### src/rtl/genesis_pad_responder.sv
// genesis_pad_responder
//   Device end of a Genesis-style gamepad link. Follows the host's select
//   line through its select phases and drives the six active-low pad lines
//   from a per-frame snapshot of the button inputs.
//
//   Build option: define SIX_BUTTON_EN for the full 6-button, 8-phase pad.
//   Left undefined, the block behaves as a 3-button pad. The phase counter
//   and timeout still run in that build, but only for debug visibility.
//
// Parameters
//   TIMEOUT_CYCLES  clk cycles without a select edge before phase returns to 0
//   TO_W            width of the timeout counter; must hold TIMEOUT_CYCLES
//
// Ports
//   clk            system clock
//   reset          asynchronous, active-high reset
//   buttons[11:0]  pressed=1: up,down,left,right,a,b,c,x,y,z,start,mode (bit 0..11)
//   select_signal  host select line, asynchronous to clk
//   up_z .. start_c  active-low pad lines
//   phase[2:0]     current select phase (debug)
//   scan_active    high while a scan frame is in progress (phase != 0)

module genesis_pad_responder #(
    parameter int TIMEOUT_CYCLES = 75000,
    parameter int TO_W           = 17
) (
    input  logic        clk,
    input  logic        reset,
    input  logic [11:0] buttons,
    input  logic        select_signal,
    output logic        up_z,
    output logic        down_y,
    output logic        left_x,
    output logic        right,
    output logic        a_b,
    output logic        start_c,
    output logic [2:0]  phase,
    output logic        scan_active
);

    localparam int BTN_UP    = 0;
    localparam int BTN_DOWN  = 1;
    localparam int BTN_LEFT  = 2;
    localparam int BTN_RIGHT = 3;
    localparam int BTN_A     = 4;
    localparam int BTN_B     = 5;
    localparam int BTN_C     = 6;
    localparam int BTN_X     = 7;
    localparam int BTN_Y     = 8;
    localparam int BTN_Z     = 9;
    localparam int BTN_START = 10;
    localparam int BTN_MODE  = 11;

    localparam logic [TO_W-1:0] TO_LAST = TO_W'(TIMEOUT_CYCLES - 1);

    logic            sel_meta;
    logic            sel_sync;
    logic            sel_prev;
    logic [2:0]      phase_q;
    logic [TO_W-1:0] to_cnt;
    logic [11:0]     snapshot;
    // Pad lines packed MSB-first: {up_z, down_y, left_x, right, a_b, start_c}
    logic [5:0]      pad_q;

    logic            sel_edge;
    logic            timed_out;
    logic [2:0]      phase_next;
    logic [11:0]     snap_next;

    // Pad line pattern for a given select level, phase and button set.
    // Pressed buttons pull their line low.
    function automatic logic [5:0] pad_lines(input logic       sel,
                                             input logic [2:0] ph,
                                             input logic [11:0] b);
        logic [5:0] lines;
`ifdef SIX_BUTTON_EN
        if (sel) begin
            if (ph == 3'd6)
                lines = ~{b[BTN_Z], b[BTN_Y], b[BTN_X], b[BTN_MODE], b[BTN_B], b[BTN_C]};
            else
                lines = ~{b[BTN_UP], b[BTN_DOWN], b[BTN_LEFT], b[BTN_RIGHT], b[BTN_B], b[BTN_C]};
        end else begin
            case (ph)
                // Left/right both low is the 6-button identification pattern
                3'd5:    lines = {4'b0000, ~b[BTN_A], ~b[BTN_START]};
                3'd7:    lines = {4'b1111, ~b[BTN_A], ~b[BTN_START]};
                // Phases 1 and 3, plus even phases seen when sync was lost
                default: lines = {~b[BTN_UP], ~b[BTN_DOWN], 2'b00, ~b[BTN_A], ~b[BTN_START]};
            endcase
        end
`else
        if (sel)
            lines = ~{b[BTN_UP], b[BTN_DOWN], b[BTN_LEFT], b[BTN_RIGHT], b[BTN_B], b[BTN_C]};
        else
            lines = {~b[BTN_UP], ~b[BTN_DOWN], 2'b00, ~b[BTN_A], ~b[BTN_START]};
`endif
        return lines;
    endfunction

`ifndef SIX_BUTTON_EN
    // Phase and the x/y/z/mode buttons do not reach the pad lines on a 3-button pad
    logic unused_six_button;
    assign unused_six_button = ^{phase_next, snap_next[BTN_MODE], snap_next[BTN_Z],
                                 snap_next[BTN_Y], snap_next[BTN_X]};
`endif

    // NOTE: every signal driven here gets a value on every path, so no latch is inferred.
    always_comb begin
        sel_edge  = sel_sync ^ sel_prev;
        timed_out = (to_cnt == TO_LAST);

        // A select edge wins over a timeout landing in the same cycle
        if (sel_edge)
            phase_next = phase_q + 3'd1;
        else if (timed_out)
            phase_next = 3'd0;
        else
            phase_next = phase_q;

        // Track the buttons only while idle, so a frame sees one consistent set
        if (phase_q == 3'd0 && !sel_edge)
            snap_next = buttons;
        else
            snap_next = snapshot;
    end

    // NOTE: state registers use non-blocking assignments so every flop samples pre-edge values.
    always_ff @(posedge clk or posedge reset) begin
        if (reset) begin
            sel_meta <= 1'b1;
            sel_sync <= 1'b1;
            sel_prev <= 1'b1;
            phase_q  <= 3'd0;
            to_cnt   <= '0;
            snapshot <= '0;
            pad_q    <= 6'b111111;
        end else begin
            sel_meta <= select_signal;
            sel_sync <= sel_meta;
            sel_prev <= sel_sync;
            phase_q  <= phase_next;
            snapshot <= snap_next;

            if (sel_edge)
                to_cnt <= '0;
            else if (!timed_out)
                to_cnt <= to_cnt + TO_W'(1);

            // Registered from next-state values: the pad updates on the same
            // edge as the phase it belongs to
            pad_q <= pad_lines(sel_sync, phase_next, snap_next);
        end
    end

    assign up_z    = pad_q[5];
    assign down_y  = pad_q[4];
    assign left_x  = pad_q[3];
    assign right   = pad_q[2];
    assign a_b     = pad_q[1];
    assign start_c = pad_q[0];

    assign phase       = phase_q;
    assign scan_active = (phase_q != 3'd0);

endmodule

### config.mk
export PLATFORM = sky130hd
export DESIGN_NAME = genesis_pad_responder
export DESIGN_NICKNAME = d
export VERILOG_FILES = /design/src/rtl/genesis_pad_responder.sv
export SDC_FILE = /design/constraint.sdc
export NUM_CORES = 1
export LEC_CHECK = 0
export CORE_UTILIZATION = 57
export CTS_CLUSTER_DIAMETER = 40
export DETAILED_ROUTE_END_ITERATION = 16
export PLACE_DENSITY = 0.91
export SYNTH_ARGS = -nofsm -noshare
export SYNTH_HDL_FRONTEND = slang
export SYNTH_SLANG_ARGS = --single-unit
### constraint.sdc
create_clock -name clk -period 5.5 [get_ports clk]
set_input_delay 1.1 -clock clk [delete_from_list [all_inputs] [get_ports clk]]
set_output_delay 1.1 -clock clk [all_outputs]
set_load 0.01 [all_outputs]
=== After elaboration in Yosys (flattened, before gate mapping) ===
Cells that the tools add are included.

* Register bits after elaboration: 40
* Bits of input ports: 15
* Output and inout bits: 10
* Logic and storage cells: 29

* Add/sub/neg operators: 2
* Equal/unequal tests: 2
* Mux-type cells: 6
* Bitwise operators: 6
* Reduce and logical (&&, ||, !) cells: 5

{| class="wikitable"
|+ Operators by type and width
! cell !! count
|-
| $mux W17 || 2
|-
| $add A17 B1 Y17 const B || 1
|-
| $eq A17 B17 Y1 const B || 1
|-
| $mux W11 || 1
|-
| $mux W3 || 2
|-
| $mux W6 || 1
|-
| $not A6 Y6 || 1
|-
| $not A1 Y1 || 4
|-
| $add A3 B1 Y3 const B || 1
|-
| $logic_not A3 Y1 || 1
|-
| $reduce_bool A3 Y1 || 1
|-
| $ne A2 B2 Y1 const B || 1
|-
| $reduce_bool A2 Y1 || 1
|-
| $logic_and A1 B1 Y1 || 1
|-
| $logic_not A1 Y1 || 1
|-
| $xor A1 B1 Y1 || 1
|}

=== Depth between registers and ports, before layout ===
Gate-level depths: netlist (run 1).

* Depth after elaboration: 6
* Mapped depth: 7

=== Least setup slack after synthesis (run 1) ===
No wires, ideal clock.

* Path kind: flip-flop to output port
* Start point: register phase_q[0], in the netlist phase[0]
* End point: output port scan_active
* Data arrival time: 0.778 ns
* Data required time: 4.400 ns
* Setup slack: 3.622 ns
* Cell stages (with the launch flop): 4
* Path buffers: 0
* Cell sequence: dfrtp_1 -> inv_1 -> ha_1 -> nand2b_1

* Longest elaborated chain between the ends: 1

{| class="wikitable"
|+ Ends and longest elaborated chain
! element !! RTL line !! source
|-
| start: declaration || 59 || <nowiki>logic [2:0] phase_q;</nowiki>
|-
| start signal: assignment || 141 || <nowiki>phase_q <= phase_next;</nowiki>
|-
| $reduce_bool A3 Y1 || 163 || <nowiki>assign scan_active = (phase_q != 3'd0);</nowiki>
|-
| end: declaration || 38 || <nowiki>output logic scan_active</nowiki>
|}

Every way passes these cells.

=== Final worst setup path (run 1) ===
Ends and elaborated chain as after synthesis.

==> impl_metrics.toml, run 1 <==
[timing]
rsz0062_at_grt = "false"
hold_violations = 0
finalCritPeriodShare = 0.501
clock.fmax_mhz = 363
setup_tns_ns = 0
worst_pin_slew_ns = 0.839
skew_ns = 0.0149
setup_violations = 0
setup_slack_ns = 2.74
hold_ws_ns = 0.383
slew_headroom = 0.437
timing.final.crit_period_ns = 2.76
slew_viol_final = 0

[yosys]
ys_top_cells_by_area = "dfrtp_1, dfstp_2, mux2_2"
synth_top_area_cell = "dfrtp_1"
synth.avg_cell_area_um2 = 11.5
ys.flop_type = "dfrtp_1"
ys_seq_area_frac = 0.560
async_flop_share = 1.00
synthesis.instances = 146
synth_cell_type_count = 37
synth_edf_count = 0
synth-seq-cells = 37
synth_top_area_frac = 0.419
synth_area_um2 = 1670
yosys_warnings = 0
synthesis.nets = 164

[power_and_ir_drop]
power_density_nw_per_um2 = 399
p_total_mw = 0.800
combPwrFrac = 0.266
ir_worst_vdd_mv = 0.406
power.sequential.fraction = 0.484
p_leak_nw = 0.868
p_sw_frac = 0.278
p_switching_mw = 0.222
clock_power_share = 0.250
internal-power_mw = 0.577

[critical_path]
crit_type = "reg -> out"
critPathBufInv = 2
max_stage_delay_ns = 0.54
crit_path_end_kind = "primary output"
cp_top_family = "buffers and inverters"
worstPathRequired_ns = 4.40
worstPathArrival_ns = 1.66
critPathMaxFanout = 4
critPathLaunchType = "flop"
cp.depth = 4
crit_path_cell_trace = "inv_1 -> ha_1 -> nand2b_1 -> clkdlybuf4s50_1"
rr_worst_depth = 5
slowest_stage = "clkdlybuf4s50_1"

[clock_network]
post_cts.repair.setup_buffers = 0
cts_resized = 0
cts-root-buf = "clkbuf_4"
cts-buffers-inserted = 5
cts_max_level = 2
clk-insertion-delay-late_ns = 0.35
cts_tree = "done"
cts.sink_count = 37
clk_path_buf_depth = 2
cts_hold_buf = 0
path_clk_slew_ns = 0.11

[finish]
fin_util = 0.726
final_cell_mix = "dfrtp_1, clkdlybuf4s50_1, nor2_1"
antennaDiodeCount = 0
final_cells = 204
syn2layout_area_growth_pct = 19.7
nets = 190
layout_commonest_cell = "dfrtp_1"
stdcell_area_um2 = 2000
drive_gt1_frac = 0.191

[detailed_routing]
drtIter0Drc = 45
vias = 1259
viasPerCell = 6.17
firstDrtPassIters = 4
ant_nets = 0
wire_per_inst_um = 17.8
drc = 0
drt_wl_total_um = 3630

[worst_hold_path]
worstHoldPathCells = 0
holdCritPathClass = "reg -> reg"

[die]
core_um2 = 2760
die_h_um = 56.2
io_pins = 25
die_w_um = 56.2
rows = 19
dieArea_um2 = 3160
floorplan.initialDensity = 0.607

[placed_design]
dp_hpwl_um = 2310
portBuffers = 20
pre_cts_ws_ns = 3.12
place_area_um2 = 1910
place_inst = 196
routabilityCongestion = 0.848

[grt]
grt_pass1_wl_um = 5910
grt_max_degree = 38
overflow = 0
grt_usage = 0.249
first_global_vias = 1335
grt_antenna_before_repair = 0

[run]
maxCapViolations = 0

[status]
status = "complete, no violations"
power by group through the flow:
stage          clock (mW)  combinational (mW)  sequential (mW)
6_report            0.200               0.213            0.387
5_1_grt             0.209               0.230            0.391
4_1_cts             0.201               0.216            0.385
3_5_place_dp            0               0.212            0.388
3_3_place_gp            0               0.199            0.381
2_1_floorplan           0               0.103            0.395
state kept, by name (all words and copies together), names as in the netlist:
name	count
sel_sync	1
sel_prev	1
sel_meta	1
pad_q	6
to_cnt	17
snapshot	8
phase	3
final timing paths:
check,start,to,slack (ns)
setup / recovery,phase[0],scan_active,2.74
hold / removal,sel_meta,sel_sync,0.38
setup reg to reg,sel_sync,pad_q[0],3.33
hold reg to reg,sel_meta,sel_sync,0.38
max in group asynchronous,reset,pad_q[0],4.00
min in group asynchronous,reset,phase[2],1.14
layout make-up:
class,count,area (um2)
repair buffers,22,215
inverters,9,33.8
well taps,31,38.8
multi-input cells,97,689
clock buffers,6,51.3
fillers,162,754
clock inverters,2,37.5
flip-flops and latches,37,937
cells in the mapped netlist, drive strengths merged, types with 2 or more instances:
library cell and instances:
nand3 3, xnor2 6, dfrtp 28, o21ai 4, mux2 6, xor2 4, nor4 4, a21oi 6
mux2i 5, ha 3, nand2 11, nor3 3, inv 9, mux4 2, dfstp 9, nand2b 2
clkbuf 2, or3 3, a31o 2, nand4 5, nor2 17
per-layer routing:
metal | GRT usage | wire length [um] | vias to the layer above
li1 | - | - | 562
met1 | 0.263 | 1310 | 609
met2 | 0.434 | 1890 | 67
met3 | 0.0651 | 230 | 21
met4 | 0.167 | 192 | 0
met5 | 0 | 0 | -
cells by family after synthesis:
kind of cell | count (synthesis) | synth area share
xor gates and xnor gates | 10 | 0.0524
muxes | 13 | 0.0972
buffers and inverters | 12 | 0.0277
and+or+nand+nor | 54 | 0.177
adders and majority gates | 3 | 0.0224
DFF | 37 | 0.560
AOI/OAI and AO/OA | 17 | 0.0636
Note: power is estimated with default switching activity, not from simulation.
==> run 2, diff against run 1 <==
--- a/config.mk
+++ b/config.mk
@@ -5,10 +5,10 @@
 export SDC_FILE = /design/constraint.sdc
 export NUM_CORES = 1
 export LEC_CHECK = 0
-export CORE_UTILIZATION = 57
+export CORE_UTILIZATION = 48
 export CTS_CLUSTER_DIAMETER = 40
 export DETAILED_ROUTE_END_ITERATION = 16
-export PLACE_DENSITY = 0.91
+export PLACE_DENSITY = 0.83
 export SYNTH_ARGS = -nofsm -noshare
 export SYNTH_HDL_FRONTEND = slang
 export SYNTH_SLANG_ARGS = --single-unit
==> constraint.sdc (replaced) <==
create_clock -name clk -period 2.3 [get_ports clk]
set_input_delay 0.46 -clock clk [delete_from_list [all_inputs] [get_ports clk]]
set_output_delay 0.46 -clock clk [all_outputs]
set_load 0.01 [all_outputs]
==> run 2 against run 1 <==
  * Design area rose by 1.1%
  * Routed wire length fell by 16%
  * Largest power group unchanged
  * Clock skew fell by 0.0061 ns
  * Via count fell by 7.1%
  * Highest routed layer unchanged
  * Setup slack got worse by 2.6 ns
  * Critical endpoint unchanged
  * Register-to-register slack got worse by 3.0 ns
  * First-iteration DRC count fell by 16%
==> impl_metrics.toml, run 2 (synthesis results as in run 1) <==
[status]
status = "complete, no violations"

[power_and_ir_drop]
ir_worst_vdd_mv = 0.512
internal-power_mw = 1.39
p_leak_nw = 0.873
clock_power_share = 0.250
power.sequential.fraction = 0.482
combPwrFrac = 0.268
p_switching_mw = 0.493
p_sw_frac = 0.262
power_density_nw_per_um2 = 928

[timing]
setup_tns_ns = 0
finalCritPeriodShare = 0.935
timing.final.crit_period_ns = 2.15
rsz0062_at_grt = "false"
slew_viol_final = 0
worst_pin_slew_ns = 0.772
skew_ns = 0.00876
clock.fmax_mhz = 465
setup_violations = 0
hold_violations = 0
slew_headroom = 0.482

[placed_design]
place_area_um2 = 1940
dp_hpwl_um = 2080
place_inst = 212
portBuffers = 20
routabilityCongestion = 0.769

[detailed_routing]
drc = 0
firstDrtPassIters = 4
drtIter0Drc = 38
vias = 1169
drt_wl_total_um = 3030
viasPerCell = 5.31
wire_per_inst_um = 13.8
ant_nets = 0

[finish]
top_register = "to_cnt"
stdcell_area_um2 = 2030
syn2layout_area_growth_pct = 21.1
drive_gt1_frac = 0.190
nFillCells = 276
layout_commonest_cell = "dfrtp_1"
nets = 191
multiInputGateArea_um2 = 689
final_cells = 220
seqCellArea_um2 = 937
final_cell_mix = "dfrtp_1, clkdlybuf4s50_1, nor2_1"
reg_top3 = "to_cnt x17, snapshot x8, pad_q x6"
antennaDiodeCount = 0
largest_reg_flops = 17

[critical_path]
cp.depth = 4
crit_path_cell_trace = "inv_1 -> ha_1 -> nand2b_1 -> clkdlybuf4s50_1"
worstPathArrival_ns = 1.69
reg2reg_from = "to_cnt[8]"
worstPathRequired_ns = 1.84
critPathLaunchType = "flop"
slowest_stage = "clkdlybuf4s50_1"
crit_type = "reg -> out"
r2r_setup_slack_ns = 0.29
worstSetupEndpoint = "scan_active"
crit_path_end_kind = "primary output"
cp_top_family = "buffers and inverters"
r2r-end = "phase[2]"
rr_worst_depth = 4
startpoint = "phase[0]"
max_stage_delay_ns = 0.55
critPathBufInv = 2
critPathMaxFanout = 4

[die]
floorplan.initialDensity = 0.501
die_w_um = 61.0
rows = 21
dieArea_um2 = 3730
core_um2 = 3340
io_pins = 25
die_h_um = 61.0

[clock_network]
cts_hold_buf = 0
cts-buffers-inserted = 5
clk_path_buf_depth = 2
cts.sink_count = 37
cts_tree = "done"
cts-root-buf = "clkbuf_4"
path_clk_slew_ns = 0.11
cts_resized = 0
post_cts.repair.setup_buffers = 0
clk-insertion-delay-late_ns = 0.34
cts_max_level = 2

[worst_hold_path]
worstHoldPathCells = 0
holdCritPathClass = "reg -> reg"

[grt]
first_global_vias = 1147
grt_antenna_before_repair = 0
grt_pass1_wl_um = 5040
overflow = 0
grt_usage = 0.188
grt_max_degree = 38

[run]
maxCapViolations = 0
==> run 2: area by class of cell <==
class | count | share of cell area
inverter | 9 | 0.0167
sequential | 37 | 0.463
timing repair buffer | 23 | 0.110
multi-input combinational | 97 | 0.340
clock buffer | 7 | 0.0272
tap | 46 | 0.0284
clock inverter | 1 | 0.0148
==> run 2: how the worst min path moves through the flow <==
stage	start	to
after floorplan	sel_meta	sel_sync
after detailed placement	sel_meta	sel_sync
final	sel_meta	sel_sync
after global routing	sel_meta	sel_sync
after global placement	sel_meta	sel_sync
after CTS	sel_meta	sel_sync
==> run 2: through the flow <==
step | hold WS (ns) | util | setup WS, ns | power, mW
detailed placement | 0.350 | 0.582 | 0.264 | 1.42
finish | 0.365 | 0.607 | 0.149 | 1.88
CTS | 0.366 | 0.607 | 0.130 | 1.90
global placement | 0.346 | 0.582 | 0.401 | 1.40
global route | 0.368 | 0.607 | 0.0892 | 1.98
floorplan | 0.345 | - | 0.514 | 1.19
==> run 2: worst reg2reg max path: stages (launching register included) <==
cell and delay (ns):
dfrtp_1 0.44, or4_4 0.56, nor4_4 0.56, mux2i_1 0.15, a21o_1 0.21
==> run 2: power groups by stage <==
stage / Clock [mW] / Sequential, mW / Combinational (mW)
3_3_place_gp: 0 / 0.910 / 0.485
6_report: 0.470 / 0.906 / 0.503
2_1_floorplan: 0 / 0.944 / 0.245
4_1_cts: 0.481 / 0.907 / 0.511
5_1_grt: 0.500 / 0.926 / 0.553
3_5_place_dp: 0 / 0.919 / 0.505
==> run 2: routing by layer <==
| metal | GRT usage | vias up | routed length (um) |
|---|---|---|---|
| li1 | - | 562 | - |
| met2 | 0.295 | 12 | 1500 |
| met5 | 0 | - | 0 |
| met3 | 0.0462 | 5 | 60 |
| met4 | 0.0844 | 0 | 53 |
| met1 | 0.249 | 590 | 1420 |
==> run 3, diff against run 2 <==
--- a/config.mk
+++ b/config.mk
@@ -9,6 +9,8 @@
 export CTS_CLUSTER_DIAMETER = 40
 export DETAILED_ROUTE_END_ITERATION = 16
 export PLACE_DENSITY = 0.83
+export SETUP_SLACK_MARGIN = 0.15
+export SLEW_MARGIN = 20
 export SYNTH_ARGS = -nofsm -noshare
 export SYNTH_HDL_FRONTEND = slang
 export SYNTH_SLANG_ARGS = --single-unit
==> run 3 against run 2 <==
  * Critical path depth is the same
  * Routed wire length grew 1.2%
  * Clock-buffer cell count is the same
  * Cell count grew 0.45%
  * Largest power group unchanged
==> impl_metrics.toml, run 3 (synthesis results as in run 1) <==
[status]
status = "complete, no violations"

[finish]
final_cell_mix = "dfrtp_1, clkdlybuf4s50_1, nor2_1"
top_register = "to_cnt"
nets = 192
layout_commonest_cell = "dfrtp_1"
reg_top3 = "to_cnt x17, snapshot x8, pad_q x6"
drive_gt1_frac = 0.194
largest_reg_flops = 17
syn2layout_area_growth_pct = 21.5
fin_util = 0.609
final_cells = 221
antennaDiodeCount = 0

[worst_hold_path]
min_from = "sel_meta"
holdCritPathClass = "reg -> reg"

[grt]
grt_pass1_wl_um = 5060
grt_max_degree = 38
overflow = 0
grt_antenna_before_repair = 0
grt_usage = 0.189
first_global_vias = 1151

[die]
die_h_um = 61.0
io_pins = 25
dieArea_um2 = 3730
floorplan.initialDensity = 0.501
rows = 21
die_w_um = 61.0
core_um2 = 3340

[timing]
finalCritPeriodShare = 0.907
slew_viol_final = 0
setup_tns_ns = 0
setup_violations = 0
timing.final.crit_period_ns = 2.09
rsz0062_at_grt = "false"
slew_headroom = 0.467
worst_pin_slew_ns = 0.793
clock.fmax_mhz = 480
setup_slack_ns = 0.215
skew_ns = 0.00869
hold_violations = 0

[placed_design]
routabilityCongestion = 0.769
dp_hpwl_um = 2080
portBuffers = 20
pre_cts_ws_ns = 0.264
place_inst = 212

[critical_path]
critPathMaxFanout = 2
crit_type = "reg -> out"
critPathLaunchType = "flop"
r2r_setup_slack_ns = 0.39
worstPathArrival_ns = 1.63
r2r-end = "phase[2]"
worstPathRequired_ns = 1.84
reg2reg_from = "to_cnt[8]"
startpoint = "phase[0]"
rr_worst_depth = 4
worstSetupEndpoint = "scan_active"
crit_path_end_kind = "primary output"

[detailed_routing]
ant_nets = 0
drc = 0
drtIter0Drc = 41
wire_per_inst_um = 13.9
viasPerCell = 5.32
drt_wl_total_um = 3070
firstDrtPassIters = 4
vias = 1176

[clock_network]
clk-insertion-delay-late_ns = 0.34
cts-root-buf = "clkbuf_4"
cts.sink_count = 37
cts_tree = "done"
path_clk_slew_ns = 0.11
clk_path_buf_depth = 2
cts-buffers-inserted = 5
cts_max_level = 2
cts_resized = 0

[run]
maxCapViolations = 0

[power_and_ir_drop]
ir_worst_vdd_mv = 0.512
p_leak_nw = 0.878
power_density_nw_per_um2 = 929
[run 3: critical path, stage by stage (launching register included)]
cell	delay (ns)
dfrtp_1	0.38
inv_1	0.07
ha_1	0.19
nand2b_1	0.10
clkdlybuf4s50_1	0.55
[run 3: how the worst min path moves through the flow]
stage	endpoint	slack, ns	cells past startpoint
6_report	sel_sync	0.36	0
5_1_grt	sel_sync	0.37	0
4_1_cts	sel_sync	0.37	0
3_5_place_dp	sel_sync	0.35	0
3_3_place_gp	sel_sync	0.35	0
2_1_floorplan	sel_sync	0.35	0
[run 3: cell type report]
cell class	count	area (um2)
sequential	37	937
clock buffer	7	55.1
tap	46	57.6
clock inverter	1	30.0
fill	274	1300
timing repair buffer	24	230
multi-input combinational	97	689
inverter	9	33.8
[run 3: repair_timing]
item | CTS | global route
hold buffers | 0 | 0
pin swaps | 0 | 1
setup buffers | 1 | 0
endpoints found under the setup margin | 1 | 1
endpoints found under the hold margin | 0 | 0
[run 3: power by group]
part / internal [mW] / switching (mW) / total [mW] / leakage (nW)
logic: 0.296 / 0.218 / 0.515 / 0.374
clock network: 0.260 / 0.211 / 0.471 / 0.0455
registers: 0.837 / 0.0670 / 0.904 / 0.458
total: 1.39 / 0.496 / 1.89 / 0.878
[run 3: per-stage QoR]
stage | instance area [um2] | power [mW] | hold slack (ns)
after floorplan | 1670 | 1.19 | 0.345
after global placement | 1940 | 1.40 | 0.346
after detailed placement | 1940 | 1.42 | 0.350
after CTS | 2030 | 1.91 | 0.366
after global routing | 2030 | 1.99 | 0.368
final | 2030 | 1.89 | 0.364
[run 3: routing by layer]
layer | GRT usage | routed length [um] | share of wire
met5 | 0 | 0 | 0
met4 | 0.0844 | 53 | 0.017
met3 | 0.0462 | 83 | 0.027
met1 | 0.251 | 1420 | 0.46
met2 | 0.297 | 1510 | 0.49
